$ cat src/rtl/alu_pkg.sv
// Shared definitions for the digit-serial ALU.
//   OP_*     : 3-bit operation encodings
//   state_t  : control FSM states
//   is_arith : true for the ops that produce carry/overflow flags (ADD, SUB)
package alu_pkg;

    localparam logic [2:0] OP_AND  = 3'd0;
    localparam logic [2:0] OP_OR   = 3'd1;
    localparam logic [2:0] OP_NAND = 3'd2;
    localparam logic [2:0] OP_NOR  = 3'd3;
    localparam logic [2:0] OP_ADD  = 3'd4;
    localparam logic [2:0] OP_SUB  = 3'd5;
    localparam logic [2:0] OP_XOR  = 3'd6;
    localparam logic [2:0] OP_XNOR = 3'd7;

    typedef enum logic [1:0] {
        ST_IDLE = 2'd0,
        ST_BUSY = 2'd1,
        ST_DONE = 2'd2
    } state_t;

    function automatic logic is_arith(input logic [2:0] op);
        return (op == OP_ADD) || (op == OP_SUB);
    endfunction

endpackage

$ cat src/rtl/alu_digit.sv
// One D-bit digit slice of the serial ALU, purely combinational.
//   op    in  3  operation select
//   a     in  D  operand A digit
//   b     in  D  operand B digit (inverted internally for SUB)
//   ci    in  1  carry into bit 0 of this digit
//   r     out D  result digit
//   co    out 1  carry out of bit D-1
//   c_msb out 1  carry into bit D-1 (used for signed overflow on the last digit)
module alu_digit
    import alu_pkg::*;
#(
    parameter int D = 4
) (
    input  logic [2:0]   op,
    input  logic [D-1:0] a,
    input  logic [D-1:0] b,
    input  logic         ci,
    output logic [D-1:0] r,
    output logic         co,
    output logic         c_msb
);

    logic [D-1:0] bx;
    logic [D-1:0] sum;
    logic [D:0]   c;

    // SUB is A + ~B + 1; the +1 arrives as the seeded carry on digit 0.
    assign bx   = (op == OP_SUB) ? ~b : b;
    assign c[0] = ci;

    for (genvar i = 0; i < D; i++) begin : g_fa
        assign sum[i]   = a[i] ^ bx[i] ^ c[i];
        assign c[i + 1] = (a[i] & bx[i]) | (c[i] & (a[i] ^ bx[i]));
    end

    assign co    = c[D];
    assign c_msb = c[D - 1];

    always_comb begin
        // NOTE: r gets a value on every path (default first) so no latch is inferred.
        r = sum;
        case (op)
            OP_AND:  r = a & b;
            OP_OR:   r = a | b;
            OP_NAND: r = ~(a & b);
            OP_NOR:  r = ~(a | b);
            OP_XOR:  r = a ^ b;
            OP_XNOR: r = ~(a ^ b);
            default: r = sum;
        endcase
    end

endmodule

$ cat src/rtl/alu_serial.sv
// Digit-serial ALU: W-bit operands processed D bits per clock, LSB digit first.
// Operands enter through a valid/ready handshake; the result and flags are held
// in DONE until the consumer accepts them.
//   clk, rst_n          clock (rising edge), asynchronous active-low reset
//   in_valid/in_ready   input handshake for op, i0, i1, cin
//   op, i0, i1, cin     operation, operands, carry-in (ADD only)
//   out_valid/out_ready output handshake for o and flags
//   o, cout, zero, ovf  result, carry-out, result==0, signed overflow
module alu_serial
    import alu_pkg::*;
#(
    parameter int W = 16,
    parameter int D = 4
) (
    input  logic         clk,
    input  logic         rst_n,
    input  logic         in_valid,
    output logic         in_ready,
    input  logic [2:0]   op,
    input  logic [W-1:0] i0,
    input  logic [W-1:0] i1,
    input  logic         cin,
    output logic         out_valid,
    input  logic         out_ready,
    output logic [W-1:0] o,
    output logic         cout,
    output logic         zero,
    output logic         ovf
);

    localparam int NDIG = W / D;
    localparam int CW   = (NDIG > 1) ? $clog2(NDIG) : 1;

    if ((D < 1) || (W % D != 0)) begin : g_bad_param
        $error("alu_serial: D must be >= 1 and divide W");
    end

    state_t         state, state_nxt;
    logic [2:0]     op_q;
    logic [W-1:0]   a_q, b_q;
    logic           carry_q;
    logic [CW-1:0]  cnt;

    logic [D-1:0]   dig_a, dig_b, dig_r;
    logic           dig_co, dig_cmsb;
    logic [W-1:0]   o_nxt;
    logic           last;
    logic           accept;

    assign dig_a  = a_q[int'(cnt) * D +: D];
    assign dig_b  = b_q[int'(cnt) * D +: D];
    assign last   = (cnt == CW'(NDIG - 1));
    assign accept = in_valid && in_ready;

    alu_digit #(.D(D)) u_digit (
        .op    (op_q),
        .a     (dig_a),
        .b     (dig_b),
        .ci    (carry_q),
        .r     (dig_r),
        .co    (dig_co),
        .c_msb (dig_cmsb)
    );

    // Result with the current digit merged in; zero is taken from this on the
    // last edge so the final digit is included.
    always_comb begin
        o_nxt = o;
        o_nxt[int'(cnt) * D +: D] = dig_r;
    end

    always_ff @(posedge clk or negedge rst_n) begin
        // NOTE: all state is updated with non-blocking assignments so every
        // register samples the pre-edge values of the others.
        if (!rst_n) state <= ST_IDLE;
        else        state <= state_nxt;
    end

    // Taking a new op straight from DONE keeps back-to-back ops bubble-free.
    always_comb begin
        state_nxt = state;
        in_ready  = 1'b0;
        out_valid = 1'b0;
        case (state)
            ST_IDLE: begin
                in_ready = 1'b1;
                if (in_valid) state_nxt = ST_BUSY;
            end
            ST_BUSY: begin
                if (last) state_nxt = ST_DONE;
            end
            ST_DONE: begin
                out_valid = 1'b1;
                if (out_ready) begin
                    in_ready  = 1'b1;
                    state_nxt = in_valid ? ST_BUSY : ST_IDLE;
                end
            end
            default: state_nxt = ST_IDLE;
        endcase
    end

    always_ff @(posedge clk or negedge rst_n) begin
        if (!rst_n) begin
            op_q    <= OP_AND;
            a_q     <= '0;
            b_q     <= '0;
            carry_q <= 1'b0;
            cnt     <= '0;
            o       <= '0;
            cout    <= 1'b0;
            zero    <= 1'b0;
            ovf     <= 1'b0;
        end else if (accept) begin
            op_q    <= op;
            a_q     <= i0;
            b_q     <= i1;
            carry_q <= (op == OP_ADD) ? cin : (op == OP_SUB);
            cnt     <= '0;
        end else if (state == ST_BUSY) begin
            o       <= o_nxt;
            carry_q <= dig_co;
            if (last) begin
                cnt  <= '0;
                cout <= is_arith(op_q) && dig_co;
                ovf  <= is_arith(op_q) && (dig_cmsb ^ dig_co);
                zero <= (o_nxt == '0);
            end else begin
                cnt  <= cnt + CW'(1);
            end
        end
    end

endmodule
$ cat config.mk
export PLATFORM = sky130hd
export DESIGN_NAME = alu_serial
export DESIGN_NICKNAME = d
export VERILOG_FILES = /design/src/rtl/alu_pkg.sv /design/src/rtl/alu_digit.sv /design/src/rtl/alu_serial.sv
export SDC_FILE = /design/constraint.sdc
export NUM_CORES = 1
export LEC_CHECK = 0
export ABC_AREA = 1
export CAP_MARGIN = 20
export CORE_MARGIN = 2
export CORE_UTILIZATION = 35
export CTS_CLUSTER_SIZE = 12
export DETAILED_ROUTE_END_ITERATION = 16
export RECOVER_POWER = 25
export SLEW_MARGIN = 20
export SYNTH_ARGS = -nofsm -noshare
export SYNTH_HDL_FRONTEND = slang
export SYNTH_HIERARCHICAL = 1
export SYNTH_SLANG_ARGS = --single-unit
export TNS_END_PERCENT = 1
$ cat constraint.sdc
create_clock -name clk -period 5.1 [get_ports clk]
set_clock_uncertainty 0.15 [all_clocks]
set_input_delay 1.02 -clock clk [delete_from_list [all_inputs] [get_ports clk]]
set_output_delay 1.02 -clock clk [all_outputs]
set_load 0.05 [all_outputs]
# Word-level counts from Yosys, hierarchy flattened
# Index checks and enable logic that the tools add are counted.
dict set report totals {
  regBits 59
  inputBits 40
  out_inout_bits 21
  elab_cells 88
}
dict set report op_classes {
  addsub 2
  n_eq_ne 15
  n_shift 4
  muxes 17
  bitwise_logic 29
  n_reduce_logical 11
}
# operator n
set op_table {}
lappend op_table {{$neg A4 Y33} 1}
lappend op_table {{$shift A4 B33 Y16 const A} 1}
lappend op_table {{$shiftx A4 B33 Y16} 1}
lappend op_table {{$shiftx A16 B5 Y4} 2}
lappend op_table {{$pmux W4 S6} 1}
lappend op_table {{$eq A3 B3 Y1 const B} 6}
lappend op_table {{$bwmux W16} 1}
lappend op_table {{$logic_not A16 Y1} 1}
lappend op_table {{$not A4 Y4} 4}
lappend op_table {{$mux W2} 6}
lappend op_table {{$xor A1 B1 Y1} 9}
lappend op_table {{$and A1 B1 Y1} 8}
lappend op_table {{$eq A3 B2 Y1 const B} 2}
lappend op_table {{$mux W1} 6}
lappend op_table {{$ne A2 B2 Y1 const B} 3}
lappend op_table {{$pmux W2 S3} 1}
lappend op_table {{$reduce_and A3 Y1} 2}
lappend op_table {{$and A4 B4 Y4} 1}
lappend op_table {{$eq A2 B2 Y1 const B} 2}
lappend op_table {{$mux W4} 1}
lappend op_table {{$or A1 B1 Y1} 4}
lappend op_table {{$or A4 B4 Y4} 1}
lappend op_table {{$xor A4 B4 Y4} 1}
lappend op_table {{$eq A3 B1 Y1 const B} 1}
lappend op_table {{10 further kinds} 12}

# Logic depth before layout (Yosys ltp)
dict set report depth {
  ltp_word 15
  ltp_mapped 26
}

# By module
# The synthesis kept the hierarchy.
# mod instances cells_per_inst area_per_inst_um2
set by_module_without_submodules {}
lappend by_module_without_submodules {alu_serial 1 383 2907.8}
lappend by_module_without_submodules {alu_digit 1 101 589.3}

# Least setup slack after synthesis
# Ideal clock, no wire load.
dict set report synth_timing {
  kind {reg2reg}
  from {register cnt[0]}
  to {register zero}
  setup_ns 0.118
  t_arrival_ns 3.516
  slack_ns 1.316
  path_stages_with_launch 27
  path_buffers 2
  period_less_slack_ns 3.784
  cell_sequence {dfrtp_1 > buf_6 > inv_2 > buf_4 > nor2_1 > o22ai_1 > inv_1 > xor2_1 > fa_1 > inv_1 > fa_1 > inv_1 > fa_1 > inv_1 > fa_1 > inv_1 > nand2_1 > nand3_1 > inv_1 > nor2_1 > nand3_1 > nand2_1 > nor2_1 > nand2_1 > nor2_1 > nand2_1 > nand2_1}
}
dict set report synth_via {
  elab_chain_len 15
  word_cells_on_any_way 35
  cone_classes {add/sub: 1; eq/ne: 1; shift: 4; mux: 3; bitwise: 24; reduce/logical: 2}
}
# element line
set synth_lines {}
lappend synth_lines {{start, declared} alu_serial.sv:42} ;# logic [CW-1:0] cnt;
lappend synth_lines {{start signal, assigned} alu_serial.sv:129} ;# cnt <= cnt + CW'(1);
lappend synth_lines {{$shiftx A16 B5 Y4 *} alu_serial.sv:51} ;# assign dig_b = b_q[int'(cnt) * D +: D];
lappend synth_lines {{named net dig_b[0]} alu_serial.sv:44} ;# logic [D-1:0] dig_a, dig_b, dig_r;
lappend synth_lines {{$not A4 Y4} alu_digit.sv:28} ;# assign bx = (op == OP_SUB) ? ~b : b;
lappend synth_lines {{$mux W4 *} alu_digit.sv:28}
lappend synth_lines {{$xor A1 B1 Y1} alu_digit.sv:33} ;# assign c[i + 1] = (a[i] & bx[i]) | (c[i] & (a[i] ^ bx[i]));
lappend synth_lines {{$and A1 B1 Y1} alu_digit.sv:33}
lappend synth_lines {{$or A1 B1 Y1 *} alu_digit.sv:33}
lappend synth_lines {{$and A1 B1 Y1 *} alu_digit.sv:33}
lappend synth_lines {{[... 2 more ...]} --}
lappend synth_lines {{$or A1 B1 Y1 *} alu_digit.sv:33}
lappend synth_lines {{named net dig_cmsb} alu_serial.sv:45} ;# logic dig_co, dig_cmsb;
lappend synth_lines {{$xor A1 B1 Y1 *} alu_digit.sv:32} ;# assign sum[i] = a[i] ^ bx[i] ^ c[i];
lappend synth_lines {{$pmux W4 S6 *} alu_digit.sv:42} ;# case (op)
lappend synth_lines {{named net dig_r[3]} alu_serial.sv:44}
lappend synth_lines {{$shiftx A4 B33 Y16 *} alu_serial.sv:69} ;# o_nxt[int'(cnt) * D +: D] = dig_r;
lappend synth_lines {{$bwmux W16 *} alu_serial.sv:69}
lappend synth_lines {{$logic_not A16 Y1 *} alu_serial.sv:127} ;# zero <= (o_nxt == '0);
lappend synth_lines {{end signal, assigned} alu_serial.sv:127}
lappend synth_lines {{end, declared} alu_serial.sv:27} ;# output logic zero,
# Mark *: on every way through the listed nets, which the timed path passes. The rest lies on a longest branch.
# A chain may end at the register's enable or synchronous reset.

# Final worst setup path
dict set report layout_timing {
  from {register cnt[1]}
  to {register zero}
}
# The elaborated chain is that of the path after synthesis.

==> impl_metrics.toml <==
[floorplan]
io_pins = 61
initial_core_util = 0.359
fp.dieArea_um2 = 10800
design.core.area_um2 = 9730
rows = 36
dieWidth_um = 104
die_h_um = 104

[global_route]
grt_pass1_vias = 3224
grt_overflow_total = 0
track_usage = 0.174
grt_pass1_wl_um = 15300
antenna_found_initial = 0
grt_max_degree = 60

[yosys]
yosysUniqueCellTypes = 27
syn_area_um2 = 3500
ys_seq_area_frac = 0.422
async_reset_ff_frac = 1.00
syn_inst = 484
synth_top_area_frac = 0.422
ys.flop_type = "dfrtp_1"
syn_area_per_cell_um2 = 7.23
synth_edf_count = 0
synthesis.nets = 542
synth.top_cells.by_area = "dfrtp_1, nand2_1, nor2_1, inv_1, ha_1"
yosys.area.top_type = "dfrtp_1"
ys_warn_count = 6
ys_ff_latch = 59

[finish]
fin_util = 0.456
diodes = 0
syn2layout_area_growth_pct = 26.8
drive_gt1_frac = 0.0584
layout.nets = 601
stdcell_area_um2 = 4430

[min_path]
hp-class = "flip-flop to flip-flop"
whs_path_depth = 2
min_from = "a_q[5]"

[cts]
clock-sinks = 59
ctsResizeCount = 0
cts_buffers = 9
cts_buffer_depth = 2
htreeDepth = 3
ctsHoldBuffers = 0
clock-root-buffer = "clkbuf_8"
post-cts-setup-buffers = 0
clkLatencyLatePin_ns = 0.35
clk_pin_slew_ns = 0.07
cts_tree = "yes"

[sta]
finalHoldViolCount = 0
slew_viol_final = 60
hold_slack_ns = 0.342
min_period_ns = 4.07
finalCritPeriodShare = 0.798
relSlewSlack = -1.08
setup_viol = 0
fin_tns_setup_ns = 0
fmax_mhz = 246
rsz0062_at_grt = "no"
tightestPinTransition_ns = 3.12

[placement]
dp_hpwl_um = 6610
portBuffers = 60
gp_congestion = 0.884
placed_area_um2 = 4190

[routing]
top_layer = "met4"
drc = 0
routed_wl_um = 8820
wire_per_inst_um = 13.0
dr.first_iter.drc_count = 123
wl_met2_um = 3800
dr_wl_met3_um = 413
drt-vias-per-instance = 4.72
wl_met1_um = 4480
dr.pass1.iters = 5
postRouteAntennaNets = 0
vias = 3214

[worst_setup_path]
rr_startpoint = "cnt[1]"
crit_path_start_kind = "flip-flop"
worstSetupPathType = "flip-flop to flip-flop"
crit_arrival_ns = 4.16
ff2ff_path_depth = 22
critPathCaptureType = "flip-flop"
critical_path_required_ns = 5.19
crit_fanout = 12
startpoint = "cnt[1]"

[pwr]
intPower_mw = 1.73
clockPowerShare = 0.153
peakVddDrop_mv = 0.325
switching_share = 0.508
p_leak_nw = 2.25
switching_power_mw = 1.78
powerDensity_nw_per_um2 = 792
seq_power_share = 0.247
power_frac_comb = 0.600

[run_status]
status = "finished with violations"
violations = "capacitance limit, slew limit"

[run]
maxCapViolCount = 1
[layout make-up]
cell class                 instances  area (µm²)
fill                            1035        5300
multi-input combinational        357        1730
sequential                        59        1480
timing repair buffer              63         614
inverter                          53         199
tap                              133         166
clock buffer                       9         124
clock inverter                     7         124
[registers in the layout (all words and copies together) (netlist names)]
register  count
state         2
a_q          16
b_q          16
o            16
cout          1
op_q          3
carry_q       1
ovf           1
cnt           2
zero          1
[power by group through the flow]
| stage | registers, mW | logic (mW) | clock network (mW) |
|---|---|---|---|
| 2_1_floorplan | 0.980 | 1.42 | 0 |
| 3_3_place_gp | 0.872 | 2.04 | 0 |
| 3_5_place_dp | 0.868 | 2.10 | 0 |
| 4_1_cts | 0.864 | 2.11 | 0.546 |
| 5_1_grt | 0.892 | 2.40 | 0.564 |
| 6_report | 0.865 | 2.11 | 0.539 |
[kinds of logic (layout without fill, tap and decap cells)]
| group | count (synthesis) | count (layout) | synth area share |
|---|---|---|---|
| simple gates | 282 | 282 | 0.327 |
| buf+inv | 68 | 132 | 0.0830 |
| flops | 59 | 59 | 0.422 |
| compound gates | 52 | 52 | 0.0826 |
| fa+ha+maj | 18 | 18 | 0.0730 |
| xor+xnor | 5 | 5 | 0.0125 |
[critical path, cell delays in order (launching register included)]
cell and delay [ns]:
dfrtp_1 0.55, clkinv_1 0.38, o21ai_0 0.18, o22ai_1 0.11
inv_1 0.10, xor2_1 0.09, fa_1 0.38, inv_1 0.08
fa_1 0.16, inv_1 0.05, fa_1 0.40, inv_1 0.09
fa_1 0.42, inv_1 0.06, nand2_1 0.04, nand3_1 0.15
nand2_2 0.08, o21ai_1 0.18, nor2_1 0.07, nand2_1 0.08
nor2_1 0.04, nand2_1 0.05, nand2_1 0.05
[metal layers]
| layer | global-route usage | vias to the layer above |
|---|---|---|
| met4 | 0.0695 | 0 |
| met5 | 0 | - |
| met1 | 0.257 | 1487 |
| met3 | 0.0263 | 10 |
| li1 | - | 1635 |
| met2 | 0.255 | 82 |
[final timing paths]
kind	endpoint	slack, ns
worst max-delay path	zero	1.03
worst min-delay path	a_q[5]	0.34
worst max register to register	zero	1.03
worst min register to register	a_q[5]	0.34
max in group asynchronous	a_q[9]	1.37
min in group asynchronous	o[2]	1.64
[placed cells by master, fill, tap and decap left out, drive strengths merged]
cell type      instances
o22ai                  9
fa                     4
buf                    3
nor2                  52
nand4                  4
xor2                   5
bufinv                 3
clkinv                 3
a31oi                  6
ha                    14
dfrtp                 59
inv                   53
clkdlybuf4s50         59
nand3                 33
o21a                   1
clkinvlp               1
o2111ai                1
clkbuf                10
o21ai                 30
nand2                193
a21oi                  5
[metrics by stage]
stage	power (mW)	worst slack (ns)	std cells
after floorplan	2.40	1.32	484
after global placement	2.92	1.31	665
after detailed placement	2.97	1.07	665
after CTS	3.52	1.04	681
after global routing	3.86	0.539	681
final	3.51	1.03	681
[synthesized netlist by cell type (2+ instances only)]
| cell | instances |
|---|---|
| a21oi_1 | 4 |
| a31oi_1 | 6 |
| buf_2 | 7 |
| buf_4 | 5 |
| clkbuf_1 | 2 |
| dfrtp_1 | 59 |
| fa_1 | 4 |
| ha_1 | 14 |
| inv_1 | 47 |
| inv_2 | 5 |
| nand2_1 | 191 |
| nand2_2 | 2 |
| nand3_1 | 31 |
| nand3_2 | 2 |
| nand4_1 | 4 |
| nor2_1 | 49 |
| nor2_4 | 2 |
| o21ai_0 | 26 |
| o21ai_1 | 4 |
| o22ai_1 | 9 |
| xor2_1 | 5 |
(Power assumes the default switching activity.)
